## src/rtl/demux_one_to_four_reg.sv

```systemverilog
// Registered 1-to-4 word distributor with valid/ready handshaking.
// Each accepted word lands in the holding register of the addressed port, or all four on broadcast.
module demux_one_to_four_reg #(
   parameter int WIDTH = 32,
   parameter int CNT_W = 16
) (
   input  logic             clk,
   input  logic             rst,
   input  logic             in_valid,
   output logic             in_ready,
   input  logic [1:0]       sel,
   input  logic             bcast,
   input  logic [WIDTH-1:0] in_data,
   output logic [3:0]       out_valid,
   input  logic [3:0]       out_ready,
   output logic [WIDTH-1:0] zero,
   output logic [WIDTH-1:0] one,
   output logic [WIDTH-1:0] two,
   output logic [WIDTH-1:0] three,
   output logic [CNT_W-1:0] accept_cnt
);

   logic [3:0]       free;
   logic [3:0]       target;
   logic             accept;
   logic [WIDTH-1:0] port_q [4];

   // A port being drained this cycle counts as free, which allows same-cycle drain/refill.
   // NOTE: every signal gets a value on every path through always_comb, so no latches are inferred.
   always_comb begin
      free     = ~out_valid | out_ready;
      target   = bcast ? 4'b1111 : (4'b0001 << sel);
      in_ready = bcast ? (&free) : free[sel];
      accept   = in_valid & in_ready;
   end

   // NOTE: sequential state uses non-blocking assignments so every register samples pre-edge values.
   // NOTE: the data registers are reset too, since a cleared port must read back as zero.
   always_ff @(posedge clk) begin
      if (rst) begin
         out_valid  <= 4'b0000;
         accept_cnt <= '0;
         for (int i = 0; i < 4; i++) port_q[i] <= '0;
      end else begin
         for (int i = 0; i < 4; i++) begin
            if (accept && target[i]) begin
               port_q[i]    <= in_data;
               out_valid[i] <= 1'b1;
            end else if (out_valid[i] && out_ready[i]) begin
               out_valid[i] <= 1'b0;
            end
         end
         if (accept) accept_cnt <= accept_cnt + CNT_W'(1);
      end
   end

   assign zero  = port_q[0];
   assign one   = port_q[1];
   assign two   = port_q[2];
   assign three = port_q[3];

endmodule

```

## config.mk

```make
export PLATFORM = sky130hd
export DESIGN_NAME = demux_one_to_four_reg
export DESIGN_NICKNAME = d
export VERILOG_FILES = /design/src/rtl/demux_one_to_four_reg.sv
export SDC_FILE = /design/constraint.sdc
export NUM_CORES = 1
export LEC_CHECK = 0
export ABC_AREA = 1
export BUFFER_PORTS_ARGS = -buffer_cell sky130_fd_sc_hd__buf_2
export CAP_MARGIN = 15
export CORE_AREA = 2 2 116 118
export CTS_BUF_LIST = sky130_fd_sc_hd__clkbuf_16
export CTS_CLUSTER_SIZE = 20
export DETAILED_ROUTE_END_ITERATION = 6
export DIE_AREA = 0 0 118 120
export GPL_TIMING_DRIVEN = 0
export PLACE_DENSITY = 0.86
export SETUP_SLACK_MARGIN = 0.15
export SLEW_MARGIN = 15
export SYNTH_ARGS = -nofsm -noshare
export SYNTH_HDL_FRONTEND = slang
export SYNTH_SLANG_ARGS = --single-unit
```

## constraint.sdc

```tcl
create_clock -name clk -period 4.7 [get_ports clk]
set_input_delay 1.41 -clock clk [delete_from_list [all_inputs] [get_ports clk]]
set_output_delay 1.41 -clock clk [all_outputs]
set_load 0.05 [all_outputs]
```

==> impl_metrics.csv, run 1 <==
group,metric,value,unit
critical_path,critical_path_class,"in2out",
clock_tree,cts.sinks,148,
floorplan,die_h,120,um
timing,rsz0062_at_grt,"false",
critical_path,required,3.29,ns
global_routing,antenna_found_initial,0,
clock_tree,cts_setup_buffers,0,
critical_path,reg2reg_to,"port_q[1][8]",
critical_path,cp_cell_sequence,"buf_2 -> nor2_1 -> nor2_2 -> nor2_1 -> nor2_2 -> nand2_1 -> inv_1 -> buf_2",
critical_path,cp-end-kind,"output port",
power_and_ir_drop,netSwitchingPower,1.03,mW
place,place_congestion,0.891,
power_and_ir_drop,powerDensity,467,nW/um^2
floorplan,die_w,118,um
layout,drive_above_1_share,33.6,%
clock_tree,cts.clk_slew.worst_paths,0.06,ns
global_routing,grt.overflow.total,0,
worst_hold_path,hold_class,"reg2reg",
power_and_ir_drop,comb_power_share,17.8,%
clock_tree,cts_root_buf,"clkbuf_16",
clock_tree,cts.hold.buffers_added,0,
logic_synthesis,syn-num-nets,538,
power_and_ir_drop,power.internal,2.53,mW
routing,viasPerCell,4.70,
routing,drt_iter0_drc,302,
critical_path,ff2ff_setup_slack,2.31,ns
logic_synthesis,synth_top_area_cell,"edfxtp_1",
logic_synthesis,syn_inst,495,
clock_tree,cts_tree,"yes",
logic_synthesis,synth_seq_cells,148,
routing,dr.pass1.iters,5,
timing,maxSlewHeadroom,54.4,%
timing,period_minus_slack,3.80,ns
floorplan,row_count,42,
worst_hold_path,worst_hold_startpoint,"accept_cnt[1]",
timing,clock.fmax,263,MHz
critical_path,cp.arrival,2.39,ns
clock_tree,cts_buffers,17,
critical_path,critPathMaxFanout,5,
routing,wl,13600,um
timing,min_period_over_period,80.9,%
power_and_ir_drop,seq_power_share,43.9,%
floorplan,die-area,14200,um^2
floorplan,initial_core_util,44.2,%
logic_synthesis,yosysSeqAreaShare,74.0,%
global_routing,grt_start_max_net_pins,21,
timing,finalHoldViolCount,0,
place,io_buffers,190,
logic_synthesis,synth_top_area_share,67.0,%
logic_synthesis,yosys-top-cells-area,"edfxtp_1 67%, nor2_1 9.8%, dfxtp_1 7.0%, nand2_1 5.0%, inv_1 3.4%",
clock_tree,cts_resized,0,
timing,finClkSkew,0.0120,ns
logic_synthesis,ys.warnings.count,0,
power_and_ir_drop,clockPowerShare,38.3,%
critical_path,path_buf_inv,3,
critical_path,r2r_cells,9,
critical_path,crit_slowest_cell,"buf_2",
layout,nets,751,
layout,final_core_util,58.9,%
floorplan,ioPinCount,191,
power_and_ir_drop,ir_drop,0.175,mV
layout,nFillCells,1058,
timing,tightest_slew,0.682,ns
clock_tree,cts_max_level,4,
place,hpwlAfterDp,9690,um
logic_synthesis,ys_types,22,
timing,finalSetupTns,0,ns
logic_synthesis,syn_avg_cell_area,11.6,um^2
worst_hold_path,hold_end,"accept_cnt[1]",
worst_hold_path,hold_depth,2,
power_and_ir_drop,power_leakage,3.58,nW
floorplan,core-area,13000,um^2
clock_tree,clk_latency,0.42,ns
logic_synthesis,syn_area,5730,um^2
clock_tree,clockBufferDepth,2,
timing,slew_viol_final,0,
global_routing,groute.usage.overall,19.7,%
critical_path,r2r-start,"out_valid[3]",
layout,area_delta_synth_final,33.3,%
job,drv_cap,0,
timing,finalSetupViolations,0,
critical_path,cpLargestDelayFamily,"simple AND/OR/NAND/NOR gates",
power_and_ir_drop,netSwitchingFraction,29.0,%
global_routing,grt_pass1_vias,4057,
run_status,status,"complete, no violations",
place,placed_cell_area,7040,um^2
global_routing,grt_first_pass_wirelength,21000,um
routing,wl_per_cell,15.2,um
critical_path,cpPeakStageDelay,0.25,ns
critical_path,cp-start-kind,"primary input",
layout,fin_area,7640,um^2
routing,ant_nets,0,
routing,drc_errors,0,
routing,vias,4225,
[Yosys cell counts]
cell and n:
buf_4 1, buf_2 9, nand3_4 1, xnor2_1 6
inv_1 52, xor2_1 5, nand3_2 1, clkbuf_1 3
and2_1 1, buf_6 4, a21oi_1 16, dfxtp_1 20
o21ai_0 6, nand3b_1 1, nand2_1 76, nand3_1 9
clkinv_1 1, nand4_1 2, nor2_1 149, ha_1 1
nor2_2 3, edfxtp_1 128
[how the worst max path moves through the flow]
stage,slack (ns),end,cells past startpoint,startpoint
6_report,0.90,in_ready,8,sel[0]
2_1_floorplan,-0.18,port_q[0][0],8,sel[1]
4_1_cts,0.89,in_ready,8,sel[0]
3_5_place_dp,0.90,in_ready,8,sel[0]
5_1_grt,0.80,in_ready,8,sel[0]
3_3_place_gp,-2.14,port_q[0][4],9,sel[0]
[layout make-up]
cell class	count	area [um^2]	share of cell area, %
clock buffers	17	425	5.57
clock inverters	15	170	2.23
well taps	176	220	2.88
multi-input cells	277	1210	15.8
repair buffers	194	1060	13.9
diodes	1	2.50	0.0328
plain buffers	17	109	1.42
flip-flops and latches	148	4240	55.6
inverters	53	199	2.60
[per-stage QoR]
stage | hold slack (ns) | cells | worst slack, ns | total power [mW]
2_1_floorplan | 0.706 | 495 | -0.185 | 2.05
3_3_place_gp | 0.481 | 861 | -2.14 | 2.21
3_5_place_dp | 0.489 | 865 | 0.903 | 2.23
4_1_cts | 0.499 | 897 | 0.894 | 3.58
5_1_grt | 0.518 | 897 | 0.802 | 3.67
6_report | 0.501 | 898 | 0.899 | 3.56
[state kept, by name, indices dropped and copies added (netlist names)]
signal and cells:
out_valid 4, port_q 128, accept_cnt 16
[kinds of logic (layout without fill, tap and decap cells)]
kind of cell	Yosys count	count (layout)	synth area share (%)
DFF	148	148	74.0
buffers and inverters	70	296	5.37
other	0	1	0
AOI/OAI and AO/OA	22	22	1.92
xor gates and xnor gates	11	11	1.68
and+or+nand+nor	243	243	16.8
adders and majority gates	1	1	0.218
[worst reg2reg max path, cell delays in order, from the launching register on]
cell and delay, ns:
dfxtp_1 0.33, inv_1 0.05, nor2_1 0.03, nand2_1 0.04, nand2_1 0.06, nor2_2 0.13
nand3_2 0.21, clkbuf_1 0.35, o21ai_4 0.64, buf_16 0.24
[power groups by stage]
stage / clock network (mW) / registers (mW) / logic, mW
4_1_cts: 1.38 / 1.57 / 0.640
6_report: 1.36 / 1.57 / 0.635
3_3_place_gp: 0 / 1.60 / 0.609
2_1_floorplan: 0 / 1.95 / 0.108
3_5_place_dp: 0 / 1.59 / 0.638
5_1_grt: 1.43 / 1.57 / 0.664
[placed cells by master, fill, tap and decap left out]
cell type  netlist  final
bufinv_16        0      4
edfxtp_1       128    128
nand3_1          9      9
nand2_2          0      2
clkbuf_16        0     17
buf_16           0      4
diode_2          0      1
nand3_2          1      1
nor2_2           3      3
dfxtp_1         20     20
xor2_1           5      5
xnor2_1          6      6
nand4_1          2      2
inv_1           52     54
clkbuf_1         3      3
a21oi_1         16     16
buf_6            4      4
buf_4            1      1
buf_2            9    199
o21ai_4          0      2
nand3b_1         1      1
nor2_1         149    149
ha_1             1      1
inv_6            0      1
nand2_1         76     74
and2_1           1      1
clkinv_1         1      6
clkinv_2         0      3
nand3_4          1      1
o21ai_0          6      4
[per-layer routing]
layer / track usage (%) / up-vias / share of wire [%]
met2: 33.9 / 197 / 50
met3: 5.70 / 20 / 6.8
met5: 0 / - / 0
met1: 23.2 / 1974 / 41
met4: 7.91 / 0 / 1.9
li1: - / 2034 / -
(Power assumes the default switching activity.)
==> run 2: changes to the inputs <==
--- a/config.mk
+++ b/config.mk
@@ -8,13 +8,13 @@
 export ABC_AREA = 1
 export BUFFER_PORTS_ARGS = -buffer_cell sky130_fd_sc_hd__buf_2
 export CAP_MARGIN = 15
-export CORE_AREA = 2 2 116 118
+export CORE_AREA = 2 2 111 113
 export CTS_BUF_LIST = sky130_fd_sc_hd__clkbuf_16
 export CTS_CLUSTER_SIZE = 20
 export DETAILED_ROUTE_END_ITERATION = 6
-export DIE_AREA = 0 0 118 120
+export DIE_AREA = 0 0 113 115
 export GPL_TIMING_DRIVEN = 0
-export PLACE_DENSITY = 0.86
+export PLACE_DENSITY = 0.88
 export SETUP_SLACK_MARGIN = 0.15
 export SLEW_MARGIN = 15
 export SYNTH_ARGS = -nofsm -noshare
==> constraint.sdc (replaced) <==
create_clock -name clk -period 3.5 [get_ports clk]
set_input_delay 1.05 -clock clk [delete_from_list [all_inputs] [get_ports clk]]
set_output_delay 1.05 -clock clk [all_outputs]
set_load 0.05 [all_outputs]
==> impl_metrics.csv, run 2 (synthesized netlist as in run 1, its figures left out) <==
group,metric,value,unit
place,hpwlAfterDp,10400,um
layout,antenna_cells,0,
worst_hold_path,hold_class,"reg2reg",
place,placed_cell_area,6990,um^2
timing,tightest_slew,0.590,ns
clock_tree,cts.sinks,148,
layout,area_delta_synth_final,32.5,%
layout,layout_common_cells,"199 x buf_2, 149 x nor2_1, 128 x edfxtp_1, 74 x nand2_1, 54 x inv_1",
clock_tree,cts.hold.buffers_added,0,
clock_tree,clk_latency,0.42,ns
critical_path,r2r_cells,9,
clock_tree,cts.clk_slew.worst_paths,0.06,ns
critical_path,r2r-start,"out_valid[2]",
routing,ant_nets,0,
clock_tree,cts_buffers,17,
critical_path,critical_path_class,"in2out",
timing,maxSlewHeadroom,60.5,%
routing,drt_iter0_drc,388,
layout,drive_above_1_share,34.3,%
critical_path,ff2ff_setup_slack,1.12,ns
layout,regMostFlops,"port_q",
global_routing,groute.usage.overall,22.9,%
timing,slew_viol_final,0,
routing,dr.pass1.iters,7,
routing,wl,14500,um
critical_path,cp.arrival,2.07,ns
timing,finalSetupViolations,0,
layout,fin_area,7600,um^2
run_status,failed_checks,"DRC",
timing,rsz0062_at_grt,"false",
floorplan,core-area,11800,um^2
floorplan,die_w,113,um
clock_tree,cts_resized,0,
critical_path,required,2.45,ns
critical_path,critPathMaxFanout,5,
clock_tree,cts_max_level,4,
critical_path,cp-start-kind,"primary input",
floorplan,ioPinCount,191,
floorplan,die-area,13000,um^2
worst_hold_path,hold_depth,2,
clock_tree,cts_tree,"yes",
layout,largest_reg_flops,128,
routing,vias,4361,
power_and_ir_drop,powerDensity,632,nW/um^2
power_and_ir_drop,ir_drop,0.265,mV
run_status,status,"complete, but fails checks",
global_routing,grt.overflow.total,0,
global_routing,antenna_found_initial,0,
floorplan,die_h,115,um
timing,clock.fmax,321,MHz
worst_hold_path,worst_hold_startpoint,"accept_cnt[15]",
global_routing,grt_first_pass_wirelength,22400,um
routing,wl_per_cell,16.7,um
floorplan,initial_core_util,48.5,%
timing,min_period_over_period,89.0,%
clock_tree,cts_root_buf,"clkbuf_16",
critical_path,cp-end-kind,"output port",
timing,whs,0.500,ns
clock_tree,cts_setup_buffers,0,
layout,top_regs,"port_q (128), accept_cnt (16), out_valid (4)",
place,place_congestion,0.870,
timing,period_minus_slack,3.12,ns
clock_tree,clockBufferDepth,2,
global_routing,grt_pass1_vias,4457,
routing,viasPerCell,5.02,
worst_hold_path,hold_end,"accept_cnt[15]",
layout,final_common_cell,"buf_2",
timing,finalHoldViolCount,0,
power_and_ir_drop,power_leakage,3.56,nW
global_routing,grt_start_max_net_pins,27,
timing,finClkSkew,0.00884,ns
routing,drc_errors,20,
place,io_buffers,190,
floorplan,row_count,40,
layout,nets,751,
job,drv_cap,0,
critical_path,reg2reg_to,"port_q[1][21]",
[run 2: changes by cell type in the layout (fill, tap and decap cells not counted)]
cell	change
clkinvlp_4	+4
inv_6	+3
clkinv_2	-3
clkinv_4	+2
buf_12	+2
diode_2	-1
buf_16	-2
bufinv_16	-1
clkinv_1	-5
[run 2: report_power, final]
group          switching, mW  leakage, nW  internal [mW]  total, mW
registers             0.0411         1.53           2.07       2.11
logic                  0.696         1.74          0.159      0.855
clock network          0.711        0.289           1.13       1.84
[run 2: cell type report]
class / instances / area (um^2)
repair buffers: 194 / 1050
plain buffers: 17 / 109
fillers: 882 / 4220
clock inverters: 15 / 180
inverters: 53 / 199
multi-input cells: 277 / 1210
well taps: 147 / 184
clock buffers: 17 / 425
flip-flops and latches: 148 / 4240
[run 2: worst max-delay path: stages]
cell	delay [ns]
buf_2	0.12
nor2_1	0.06
nor2_2	0.17
nor2_1	0.07
nor2_2	0.14
nand2_1	0.11
inv_1	0.09
buf_2	0.26
[run 2: through the flow]
| step | setup TNS [ns] | setup slack, ns | total power [mW] | util [%] | instances |
|---|---|---|---|---|---|
| floorplan | -10.44 | -0.163 | 2.76 | - | 495 |
| detailed placement | 0 | 0.126 | 3.00 | 59.2 | 836 |
| global route | 0 | 0.316 | 4.94 | 64.3 | 868 |
| finish | 0 | 0.384 | 4.80 | 64.3 | 868 |
| global placement | -116.54 | -1.61 | 2.96 | 58.1 | 832 |
| CTS | 0 | 0.387 | 4.82 | 64.3 | 868 |
[run 2: worst max path at each step]
stage,slack (ns),endpoint,cells past startpoint,start
after floorplan,-0.16,port_q[0][0],8,sel[1]
after global placement,-1.61,port_q[1][6],9,sel[0]
after detailed placement,0.13,port_q[1][8],9,sel[0]
after CTS,0.39,in_ready,8,sel[0]
after global routing,0.32,in_ready,8,sel[0]
final,0.38,in_ready,8,sel[0]
[run 2: metal layers]
| metal | vias up | global-route usage (%) | routed length, um |
|---|---|---|---|
| li1 | 2036 | - | - |
| met1 | 2072 | 26.1 | 5460 |
| met2 | 225 | 40.6 | 7430 |
| met3 | 28 | 6.69 | 1300 |
| met4 | 0 | 9.43 | 282 |
| met5 | - | 0 | 0 |
==> run 3: changes to the inputs <==
--- a/config.mk
+++ b/config.mk
@@ -8,13 +8,14 @@
 export ABC_AREA = 1
 export BUFFER_PORTS_ARGS = -buffer_cell sky130_fd_sc_hd__buf_2
 export CAP_MARGIN = 15
-export CORE_AREA = 2 2 111 113
+export CORE_AREA = 2 2 142 88
 export CTS_BUF_LIST = sky130_fd_sc_hd__clkbuf_16
 export CTS_CLUSTER_SIZE = 20
 export DETAILED_ROUTE_END_ITERATION = 6
-export DIE_AREA = 0 0 113 115
+export DIE_AREA = 0 0 144 90
 export GPL_TIMING_DRIVEN = 0
-export PLACE_DENSITY = 0.88
+export MAX_ROUTING_LAYER = met4
+export PLACE_DENSITY = 0.89
 export SETUP_SLACK_MARGIN = 0.15
 export SLEW_MARGIN = 15
 export SYNTH_ARGS = -nofsm -noshare
==> impl_metrics.csv, run 3 (synthesized netlist as in run 1, its figures left out) <==
group,metric,value,unit
global_routing,grt_first_pass_wirelength,21700,um
place,hpwlAfterDp,10600,um
clock_tree,clockBufferDepth,2,
timing,min_period_over_period,87.1,%
layout,regMostFlops,"port_q",
clock_tree,cts.clk_slew.worst_paths,0.06,ns
timing,finalHoldViolCount,0,
critical_path,cp-start-kind,"primary input",
layout,layout_common_cells,"199 x buf_2, 149 x nor2_1, 128 x edfxtp_1, 74 x nand2_1, 52 x inv_1",
floorplan,ioPinCount,191,
power_and_ir_drop,fin_total_pwr,4.80,mW
clock_tree,clk_latency,0.41,ns
floorplan,core-area,11800,um^2
place,io_buffers,190,
routing,dr.pass1.iters,7,
routing,wl,14500,um
place,place_congestion,0.909,
global_routing,grt_pass1_vias,4263,
timing,clock.fmax,328,MHz
clock_tree,cts_resized,0,
clock_tree,cts_tree,"yes",
critical_path,cp.arrival,2.00,ns
job,drv_cap,0,
timing,maxSlewHeadroom,48.2,%
clock_tree,cts_buffers,17,
floorplan,row_count,31,
run_status,status,"complete, no violations",
layout,area_delta_synth_final,33.2,%
timing,finalSetupViolations,0,
critical_path,cpPeakStageDelay,0.25,ns
timing,finClkSkew,0.00933,ns
clock_tree,cts_max_level,4,
layout,top_regs,"port_q (128), accept_cnt (16), out_valid (4)",
clock_tree,cts_root_buf,"clkbuf_16",
timing,setup_slack,0.451,ns
floorplan,die_w,144,um
routing,wl_per_cell,16.4,um
critical_path,crit_slowest_cell,"buf_2",
critical_path,path_buf_inv,3,
place,post-place-ws,0.0424,ns
critical_path,cpLargestDelayFamily,"simple AND/OR/NAND/NOR gates",
power_and_ir_drop,ir_drop,0.365,mV
timing,rsz0062_at_grt,"false",
global_routing,grt_start_max_net_pins,27,
layout,drive_above_1_share,34.5,%
timing,period_minus_slack,3.05,ns
global_routing,groute.usage.overall,23.0,%
power_and_ir_drop,powerDensity,628,nW/um^2
floorplan,initial_core_util,48.8,%
global_routing,antenna_found_initial,0,
routing,viasPerCell,4.88,
clock_tree,cts.sinks,148,
layout,final_cells,887,
worst_hold_path,hold_class,"reg2reg",
timing,tightest_slew,0.774,ns
floorplan,die-area,13000,um^2
place,dp.cells,854,
timing,slew_viol_final,0,
routing,drt_iter0_drc,255,
routing,drc_errors,0,
floorplan,die_h,90,um
power_and_ir_drop,power_leakage,3.57,nW
layout,final_common_cell,"buf_2",
clock_tree,cts_setup_buffers,0,
critical_path,critical_path_class,"in2out",
critical_path,required,2.45,ns
layout,largest_reg_flops,128,
layout,nFillCells,901,
critical_path,cp_cell_sequence,"buf_2 -> nor2_1 -> nor2_2 -> nor2_1 -> nor2_2 -> nand2_1 -> inv_1 -> buf_2",
routing,vias,4325,
layout,nets,751,
critical_path,cp-end-kind,"output port",
clock_tree,cts.hold.buffers_added,0,
routing,ant_nets,0,
global_routing,grt.overflow.total,0,
critical_path,critPathMaxFanout,5,
## run 3: changes by cell type in the layout (fill, tap and decap cells not counted)
| cell | delta |
|---|---|
| inv_8 | +3 |
| clkinvlp_4 | -2 |
| inv_1 | -2 |
| buf_12 | -1 |
| buf_16 | +1 |
| bufinv_16 | -1 |
| clkinv_8 | +1 |
| diode_2 | +1 |
| inv_6 | +1 |
## run 3: area by class of cell
| class | count | area [um^2] | share of cell area, % |
|---|---|---|---|
| Antenna cell | 1 | 2.50 | 0.0328 |
| Buffer | 17 | 109 | 1.43 |
| Clock buffer | 17 | 425 | 5.57 |
| Clock inverter | 15 | 186 | 2.44 |
| Inverter | 53 | 199 | 2.61 |
| Multi-Input combinational cell | 277 | 1210 | 15.8 |
| Sequential cell | 148 | 4240 | 55.6 |
| Tap cell | 165 | 206 | 2.70 |
| Timing Repair Buffer | 194 | 1050 | 13.8 |
## run 3: report_power, final
| part | switching, mW | internal [mW] | leakage [nW] |
|---|---|---|---|
| combinational | 0.696 | 0.161 | 1.74 |
| sequential | 0.0413 | 2.07 | 1.53 |
| clock | 0.750 | 1.08 | 0.294 |
| total | 1.49 | 3.31 | 3.57 |
## run 3: worst paths after layout
kind / from / slack [ns] / cells past startpoint / to
hold / removal: accept_cnt[15] / 0.50 / 2 / accept_cnt[15]
setup reg to reg: out_valid[2] / 0.99 / 9 / port_q[0][1]
hold reg to reg: accept_cnt[15] / 0.50 / 2 / accept_cnt[15]
setup / recovery: sel[0] / 0.45 / 8 / in_ready
## run 3: stage by stage
stage	utilization, %	cell area (um^2)	setup TNS (ns)	hold slack (ns)
finish	65.0	7630	0	0.501
floorplan	-	5730	-10.44	0.707
detailed placement	59.7	7020	0	0.485
global route	64.9	7630	0	0.532
global placement	58.6	6890	-115.48	0.481
CTS	64.9	7630	0	0.494
## run 3: per-layer routing
layer	wire, um	vias to the layer above	part of all wire (%)	GRT usage, %
li1	-	2037	-	-
met1	6140	2045	42	29.8
met2	6800	234	47	35.8
met3	1460	9	10	6.39
met4	102	0	0.70	6.54
met5	0	-	0	-
## run 3: worst register-to-register path, delay by kind of cell (launching register included)
kind                   cells  cell delay [ns]
flip-flops                 1             0.33
buffers and inverters      3             0.70
AO/OA/AOI/OAI              1             0.71
AND/OR/NAND/NOR            5             0.48
